===== src/rtl/snd_pkg.sv =====
// Shared constants and state encoding for the sound player and sound LUT.
// Latency: n/a (declarations only).
// Backpressure: n/a.
package snd_pkg;

    localparam int SND_ADDR_W   = 5;
    localparam int SND_PERIOD_W = 18;
    localparam int SND_DUR_W    = 8;
    localparam int SND_TICK_DIV = 500000;   // 10 ms per duration tick at 50 MHz

    typedef enum logic [1:0] {
        S_IDLE  = 2'd0,
        S_FETCH = 2'd1,
        S_PLAY  = 2'd2,
        S_GAP   = 2'd3
    } state_t;

endpackage


===== src/rtl/snd_player_if.sv =====
// Request/response link between the sound player (master) and the sound LUT (slave).
// Latency: set by the LUT; the player holds the request until lut_valid.
// Backpressure: lut_req/lut_addr stay stable until the LUT answers with lut_valid.
//   lut_req         master -> slave   fetch request
//   lut_addr        master -> slave   entry address
//   lut_valid       slave  -> master  response strobe
//   lut_half_period slave  -> master  tone half-period in clk cycles, 0 = rest
//   lut_dur         slave  -> master  duration in ticks, 0 = skip entry
//   lut_last        slave  -> master  entry is last in sequence
interface snd_player_if
    import snd_pkg::*;
#(
    parameter int ADDR_W   = SND_ADDR_W,
    parameter int PERIOD_W = SND_PERIOD_W,
    parameter int DUR_W    = SND_DUR_W
);
    logic                lut_req;
    logic [ADDR_W-1:0]   lut_addr;
    logic                lut_valid;
    logic [PERIOD_W-1:0] lut_half_period;
    logic [DUR_W-1:0]    lut_dur;
    logic                lut_last;

    modport master (
        output lut_req, lut_addr,
        input  lut_valid, lut_half_period, lut_dur, lut_last
    );

    modport slave (
        input  lut_req, lut_addr,
        output lut_valid, lut_half_period, lut_dur, lut_last
    );
endinterface


===== src/rtl/snd_tone_gen.sv =====
// Square-wave generator: toggles spk every half_period cycles while enabled.
// Latency: first toggle half_period cycles after enable rises.
// Backpressure: none; clears counter and output whenever enable=0.
//   clk, rst     clock, async active-high reset
//   enable       run the tone; 0 clears counter and forces spk=0
//   half_period  cycles between toggles; 0 = rest (spk held 0)
//   spk          registered square-wave output
module snd_tone_gen #(
    parameter int PERIOD_W = 18
) (
    input  logic                clk,
    input  logic                rst,
    input  logic                enable,
    input  logic [PERIOD_W-1:0] half_period,
    output logic                spk
);
    logic [PERIOD_W-1:0] cnt;
    logic [PERIOD_W-1:0] cnt_last;

    assign cnt_last = half_period - 1'b1;

    always_ff @(posedge clk or posedge rst) begin
        if (rst) begin
            cnt <= '0;
            spk <= 1'b0;
        end else if (!enable || half_period == '0) begin
            cnt <= '0;
            spk <= 1'b0;
        end else if (cnt == cnt_last) begin
            cnt <= '0;
            spk <= ~spk;
        end else begin
            cnt <= cnt + 1'b1;
        end
    end
endmodule


===== src/rtl/snd_player.sv =====
// Sound player: walks the note table over the LUT link and plays each entry on spk.
// Latency: PLAY starts the cycle after the LUT response; note = dur*TICK_DIV + TICK_DIV gap.
// Backpressure: waits indefinitely in FETCH with request held until lut_valid.
//   clk, rst       clock, async active-high reset
//   start / stop   single-cycle control pulses (stop wins)
//   loop           restart at address 0 when the sequence ends
//   lut            master side of the LUT fetch link
//   spk            square-wave speaker output
//   busy / done    not-idle level / one-cycle normal-end pulse
//   note_idx       address of the entry currently playing
module snd_player
    import snd_pkg::*;
#(
    parameter int ADDR_W   = SND_ADDR_W,
    parameter int PERIOD_W = SND_PERIOD_W,
    parameter int DUR_W    = SND_DUR_W,
    parameter int TICK_DIV = SND_TICK_DIV
) (
    input  logic              clk,
    input  logic              rst,
    input  logic              start,
    input  logic              stop,
    input  logic              loop,
    snd_player_if.master      lut,
    output logic              spk,
    output logic              busy,
    output logic              done,
    output logic [ADDR_W-1:0] note_idx
);
    localparam int TICK_W = $clog2(TICK_DIV);
    localparam logic [TICK_W-1:0] TICK_LAST = TICK_W'(TICK_DIV - 1);

    state_t              state, state_n;
    logic [TICK_W-1:0]   tick_cnt, tick_n;
    logic [DUR_W-1:0]    dur_cnt, dur_cnt_n, dur_inc;
    logic [DUR_W-1:0]    dur_r, dur_n;
    logic [PERIOD_W-1:0] hp_r, hp_n;
    logic                last_r, last_n;
    logic                req_n;
    logic [ADDR_W-1:0]   addr_n, note_n, addr_after;
    logic                done_n;
    logic                entry_last, seq_end, tick_wrap, tone_en;

    assign tick_wrap  = (tick_cnt == TICK_LAST);
    assign dur_inc    = dur_cnt + 1'b1;
    // A skipped entry ends in its own capture cycle, so its last flag comes
    // straight from the response rather than from the capture register.
    assign entry_last = (state == S_FETCH) ? lut.lut_last : last_r;
    assign seq_end    = entry_last || (&lut.lut_addr);
    assign addr_after = seq_end ? '0 : lut.lut_addr + 1'b1;

    always_comb begin
        state_n   = state;
        req_n     = lut.lut_req;
        addr_n    = lut.lut_addr;
        tick_n    = tick_cnt;
        dur_cnt_n = dur_cnt;
        dur_n     = dur_r;
        hp_n      = hp_r;
        last_n    = last_r;
        note_n    = note_idx;
        done_n    = 1'b0;

        if (stop) begin
            state_n = S_IDLE;
            req_n   = 1'b0;
            addr_n  = '0;
        end else begin
            case (state)
                S_IDLE: begin
                    if (start) begin
                        state_n = S_FETCH;
                        req_n   = 1'b1;
                        addr_n  = '0;
                    end
                end
                S_FETCH: begin
                    if (!lut.lut_req) begin
                        // Re-issue after a skipped entry: request drops for one cycle first.
                        req_n = 1'b1;
                    end else if (lut.lut_valid) begin
                        hp_n   = lut.lut_half_period;
                        dur_n  = lut.lut_dur;
                        last_n = lut.lut_last;
                        req_n  = 1'b0;
                        if (lut.lut_dur == '0) begin
                            if (seq_end && !loop) begin
                                state_n = S_IDLE;
                                done_n  = 1'b1;
                                addr_n  = '0;
                            end else begin
                                addr_n = addr_after;
                            end
                        end else begin
                            state_n   = S_PLAY;
                            note_n    = lut.lut_addr;
                            tick_n    = '0;
                            dur_cnt_n = '0;
                        end
                    end
                end
                S_PLAY: begin
                    if (tick_wrap) begin
                        tick_n    = '0;
                        dur_cnt_n = dur_inc;
                        if (dur_inc == dur_r) begin
                            state_n = S_GAP;
                        end
                    end else begin
                        tick_n = tick_cnt + 1'b1;
                    end
                end
                S_GAP: begin
                    if (tick_wrap) begin
                        tick_n = '0;
                        if (seq_end && !loop) begin
                            state_n = S_IDLE;
                            done_n  = 1'b1;
                            addr_n  = '0;
                        end else begin
                            state_n = S_FETCH;
                            req_n   = 1'b1;
                            addr_n  = addr_after;
                        end
                    end else begin
                        tick_n = tick_cnt + 1'b1;
                    end
                end
                default: state_n = S_IDLE;
            endcase
        end
    end

    // Tone runs only while PLAY continues, so the cycle leaving PLAY already
    // clears spk and GAP starts silent.
    assign tone_en = (state == S_PLAY) && (state_n == S_PLAY);

    always_ff @(posedge clk or posedge rst) begin
        if (rst) begin
            state        <= S_IDLE;
            lut.lut_req  <= 1'b0;
            lut.lut_addr <= '0;
            tick_cnt     <= '0;
            dur_cnt      <= '0;
            dur_r        <= '0;
            hp_r         <= '0;
            last_r       <= 1'b0;
            note_idx     <= '0;
            done         <= 1'b0;
            busy         <= 1'b0;
        end else begin
            state        <= state_n;
            lut.lut_req  <= req_n;
            lut.lut_addr <= addr_n;
            tick_cnt     <= tick_n;
            dur_cnt      <= dur_cnt_n;
            dur_r        <= dur_n;
            hp_r         <= hp_n;
            last_r       <= last_n;
            note_idx     <= note_n;
            done         <= done_n;
            busy         <= (state_n != S_IDLE);
        end
    end

    snd_tone_gen #(
        .PERIOD_W (PERIOD_W)
    ) u_tone (
        .clk         (clk),
        .rst         (rst),
        .enable      (tone_en),
        .half_period (hp_r),
        .spk         (spk)
    );
endmodule


===== src/flat_wrapper.sv =====
// flat-port wrapper written by rule: the top's interface ports become plain ports
module snd_player_flat import snd_pkg::*;
#(
    parameter int ADDR_W   = SND_ADDR_W,
    parameter int PERIOD_W = SND_PERIOD_W,
    parameter int DUR_W    = SND_DUR_W,
    parameter int TICK_DIV = SND_TICK_DIV
)
  (clk, rst, start, stop, loop, spk, busy, done, note_idx, lut_lut_req, lut_lut_addr, lut_lut_valid, lut_lut_half_period, lut_lut_dur, lut_lut_last);
  snd_player_if #(.ADDR_W(ADDR_W), .PERIOD_W(PERIOD_W), .DUR_W(DUR_W)) lut_i ();
  input  logic clk;
  input  logic rst;
  input  logic start;
  input  logic stop;
  input  logic loop;
  output logic spk;
  output logic busy;
  output logic done;
  output logic [ADDR_W-1:0] note_idx;
  output wire logic [$bits(lut_i.lut_req)-1:0] lut_lut_req;
  output wire logic [$bits(lut_i.lut_addr)-1:0] lut_lut_addr;
  input wire logic [$bits(lut_i.lut_valid)-1:0] lut_lut_valid;
  input wire logic [$bits(lut_i.lut_half_period)-1:0] lut_lut_half_period;
  input wire logic [$bits(lut_i.lut_dur)-1:0] lut_lut_dur;
  input wire logic [$bits(lut_i.lut_last)-1:0] lut_lut_last;
  assign lut_lut_req = lut_i.lut_req;
  assign lut_lut_addr = lut_i.lut_addr;
  assign lut_i.lut_valid = lut_lut_valid;
  assign lut_i.lut_half_period = lut_lut_half_period;
  assign lut_i.lut_dur = lut_lut_dur;
  assign lut_i.lut_last = lut_lut_last;
  snd_player #(.ADDR_W(ADDR_W), .PERIOD_W(PERIOD_W), .DUR_W(DUR_W), .TICK_DIV(TICK_DIV)) u_core (.clk(clk), .rst(rst), .start(start), .stop(stop), .loop(loop), .lut(lut_i), .spk(spk), .busy(busy), .done(done), .note_idx(note_idx));
endmodule

===== config.mk =====
export PLATFORM = sky130hd
export DESIGN_NAME = snd_player_flat
export DESIGN_NICKNAME = d
export VERILOG_FILES = /design/src/rtl/snd_pkg.sv /design/src/rtl/snd_player_if.sv /design/src/rtl/snd_tone_gen.sv /design/src/rtl/snd_player.sv /design/src/flat_wrapper.sv
export SDC_FILE = /design/constraint.sdc
export NUM_CORES = 1
export LEC_CHECK = 0
export CAP_MARGIN = 20
export CELL_PAD_IN_SITES_DETAIL_PLACEMENT = 0
export CELL_PAD_IN_SITES_GLOBAL_PLACEMENT = 1
export CORE_ASPECT_RATIO = 1.25
export CORE_MARGIN = 5
export CORE_UTILIZATION = 46
export CTS_BUF_LIST = sky130_fd_sc_hd__clkbuf_8
export CTS_CLUSTER_SIZE = 28
export DETAILED_ROUTE_END_ITERATION = 12
export PLACE_DENSITY_LB_ADDON = 0.2
export SLEW_MARGIN = 20
export SYNTH_ARGS = -nofsm -noshare
export SYNTH_HDL_FRONTEND = slang
export SYNTH_SLANG_ARGS = --single-unit

===== constraint.sdc =====
create_clock -name clk -period 4.3 [get_ports clk]
set_input_delay 0.43 -clock clk [delete_from_list [all_inputs] [get_ports clk]]
set_output_delay 0.43 -clock clk [all_outputs]
set_load 0.01 [all_outputs]

==> impl_metrics.py <==
metrics = {
    "synth": {
        "synth.distinct_cells": 53,
        "yosysMostFrequentCell": "dfrtp_1",
        "post_synth.cell_area_avg_sq_um": 9.53,
        "synth_edf_count": 0,
        "ys_ff_latch": 88,
        "synth_top_cell_area_share_pct": 44.5,
        "synthFlopType": "dfrtp_1",
        "synth_area_leaders": "dfrtp_1 45%, xor2_1 6.7%, mux2_2 6.4%, nor2_1 4.6%, xnor2_1 3.7%",
        "async_flop_share_pct": 100,
        "ys_seq_area_share_pct": 44.5,
        "syn_nets": 559,
        "synth_cells": 519,
        "yosys.area.top_type": "dfrtp_1",
        "synth_warnings": 0,
        "synth_commonest_cells": "88 x dfrtp_1, 60 x nor2_1, 38 x xor2_1",
        "synthesis.area_sq_um": 4950,
    },
    "global_route": {
        "grt_pass1_vias": 3955,
        "grt_max_degree": 41,
        "grt_remaining_overflow": 0,
        "grt_util_all_layers_pct": 18.6,
        "antenna_found_initial": 0,
        "grt_pass1_wl_um": 19100,
    },
    "worst_setup_path": {
        "cp_data_required_time_ns": 4.53,
        "reg2reg_from": "u_core.hp_r[0]",
        "cpPeakStageDelay_ns": 0.65,
        "rr_worst_depth": 9,
        "r2r_setup_slack_ns": 0.72,
        "arrival_ns": 3.81,
        "cp-startpoint": "u_core.hp_r[0]",
        "crit_buf_inv": 1,
        "end_kind": "flip-flop",
        "path_class": "reg2reg",
        "cp_slowest_cell": "or4b_2",
        "crit_chain": "inv_1 > ha_1 > nor3b_1 > or4b_2 > xnor2_1 > nor3_1 > nand4_2 > o21ai_2 > nor2_1",
        "critPathLaunchType": "flip-flop",
        "worstReg2RegEnd": "u_core.u_tone.cnt[17]",
        "crit_fanout": 18,
        "crit_cells": 9,
        "crit_family": "simple AND/OR/NAND/NOR gates",
    },
    "power_and_ir_drop": {
        "p_leak_nw": 2.39,
        "peakVddDrop_mv": 0.183,
        "power.density_nw_per_um2": 374,
    },
    "die": {
        "initial_utilization_pct": 46.8,
        "rows": 42,
        "dieArea_sq_um": 12900,
        "ios": 47,
        "die_height_um": 126,
        "core_sq_um": 10600,
        "chipWidth_um": 103,
    },
    "clock_network": {
        "ctsLongestPathBuffers": 2,
        "clk_latency_ns": 0.37,
        "numCtsBuffers": 9,
        "clkSinkCount": 88,
        "cts_resized": 0,
        "cts_tree": "yes",
        "htree_levels": 3,
        "cts-root-buf": "clkbuf_8",
        "cts.clk_slew.worst_paths_ns": 0.09,
        "postCtsSetupRepairBufs": 0,
        "hold_buffers": 0,
    },
    "sta": {
        "fin_skew_ns": 0.0116,
        "finalSetupViolations": 0,
        "slew_violations": 0,
        "tightest_slew_ns": 0.872,
        "min_period_ns": 3.58,
        "post-route-period-util_pct": 83.4,
        "fmax_mhz": 279,
        "hold_violations": 0,
        "slew_headroom_pct": 40.4,
        "holdWs_ns": 0.320,
        "tns_ns": 0,
        "rsz0062_at_grt": "false",
    },
    "place": {
        "place.detailed.hpwl_um": 8590,
        "dpl_cell_area_sq_um": 5530,
        "placed_cells": 682,
        "io_buffers": 46,
        "place_congestion": 0.827,
    },
    "route": {
        "via_count": 3880,
        "drt_iter0_markers": 124,
        "vias_per_cell": 5.56,
        "drcViolationCount": 0,
        "drtPass1Iterations": 4,
        "wire_per_inst_um": 16.2,
        "ant_nets": 0,
        "routed_wl_um": 11300,
    },
    "run_status": {
        "status": "completed",
    },
    "worst_hold_path": {
        "hold_class": "in2async",
    },
    "final_layout": {
        "n_antenna_cell": 0,
        "final_cells": 698,
        "drive_gt1_share_pct": 11.0,
        "stdcell_area_sq_um": 5690,
        "multiInputGateArea_sq_um": 2590,
        "areaGrowthSynthToFinish_pct": 15.1,
        "fin_nets": 601,
        "fill_cells": 964,
        "register_area_sq_um": 2200,
    },
    "job": {
        "max_cap_viol_count": 0,
    },
}
[placed cells by master, fill, tap and decap left out, types with 5 or more instances in the layout]
cell              n
dfrtp_1          88
nor2_1           60
clkdlybuf4s50_1  46
xor2_1           38
nand2_1          36
nand3_1          31
o21ai_0          28
mux2_2           28
xnor2_1          21
nor3_1           17
inv_1            16
nor4_1           13
and3_1           13
a21oi_1          11
or3_1             9
clkbuf_8          9
or4_1             8
ha_1              7
buf_4             7
nand4_1           6
nor2b_1           5
o31ai_1           5
[layout make-up]
cell class	instances	area share, %
multi-input combinational	394	45.5
sequential	88	38.7
timing repair buffer	53	9.01
tap	132	2.90
clock buffer	9	2.18
inverter	15	1.01
clock inverter	7	0.725
[sequential cells by signal, indices dropped and copies added, names as in the netlist, 2 cells and up]
register,cells
u_core.state,2
u_core.lut.lut_addr,5
u_core.tick_cnt,19
u_core.note_idx,5
u_core.u_tone.cnt,18
u_core.hp_r,18
u_core.dur_r,8
u_core.dur_cnt,8
[power by group]
part / switching [mW] / leakage [nW] / total, mW / internal, mW
sequential: 0.143 / 1.18 / 1.07 / 0.931
combinational: 0.278 / 1.13 / 0.557 / 0.278
clock: 0.295 / 0.0876 / 0.499 / 0.204
[worst max-delay path by stage]
stage / slack (ns) / end
finish: 0.72 / u_core.u_tone.cnt[17]
CTS: 0.69 / u_core.u_tone.cnt[15]
global route: 0.39 / u_core.u_tone.cnt[15]
floorplan: 1.31 / u_core.u_tone.cnt[11]
detailed placement: 0.72 / u_core.u_tone.cnt[15]
global placement: 0.85 / u_core.u_tone.cnt[12]
[metal layers]
layer	global-route usage, %	up-vias	part of all wire, %
met5	0	-	0
met4	6.40	0	2.2
met3	3.71	22	2.5
met2	32.2	43	53
met1	22.9	1896	43
li1	-	1919	-
[kinds of logic (layout without fill, tap and decap cells)]
logic type | Yosys count | in the layout | synth area share [%]
and+or+nand+nor | 222 | 222 | 22.9
DFF | 88 | 88 | 44.5
AOI/OAI and AO/OA | 74 | 74 | 9.94
xor gates and xnor gates | 59 | 59 | 10.4
buffers and inverters | 37 | 84 | 3.21
muxes | 32 | 32 | 7.18
adders and majority gates | 7 | 7 | 1.77
[through the flow]
stage | setup slack [ns] | utilization (%) | total power [mW]
after CTS | 0.693 | 53.9 | 2.16
after floorplan | 1.31 | - | 1.49
after global routing | 0.394 | 53.9 | 2.27
after detailed placement | 0.722 | 52.3 | 1.65
after global placement | 0.853 | 52.3 | 1.64
final | 0.716 | 53.9 | 2.13
Note: power is estimated with default switching activity, not from simulation.
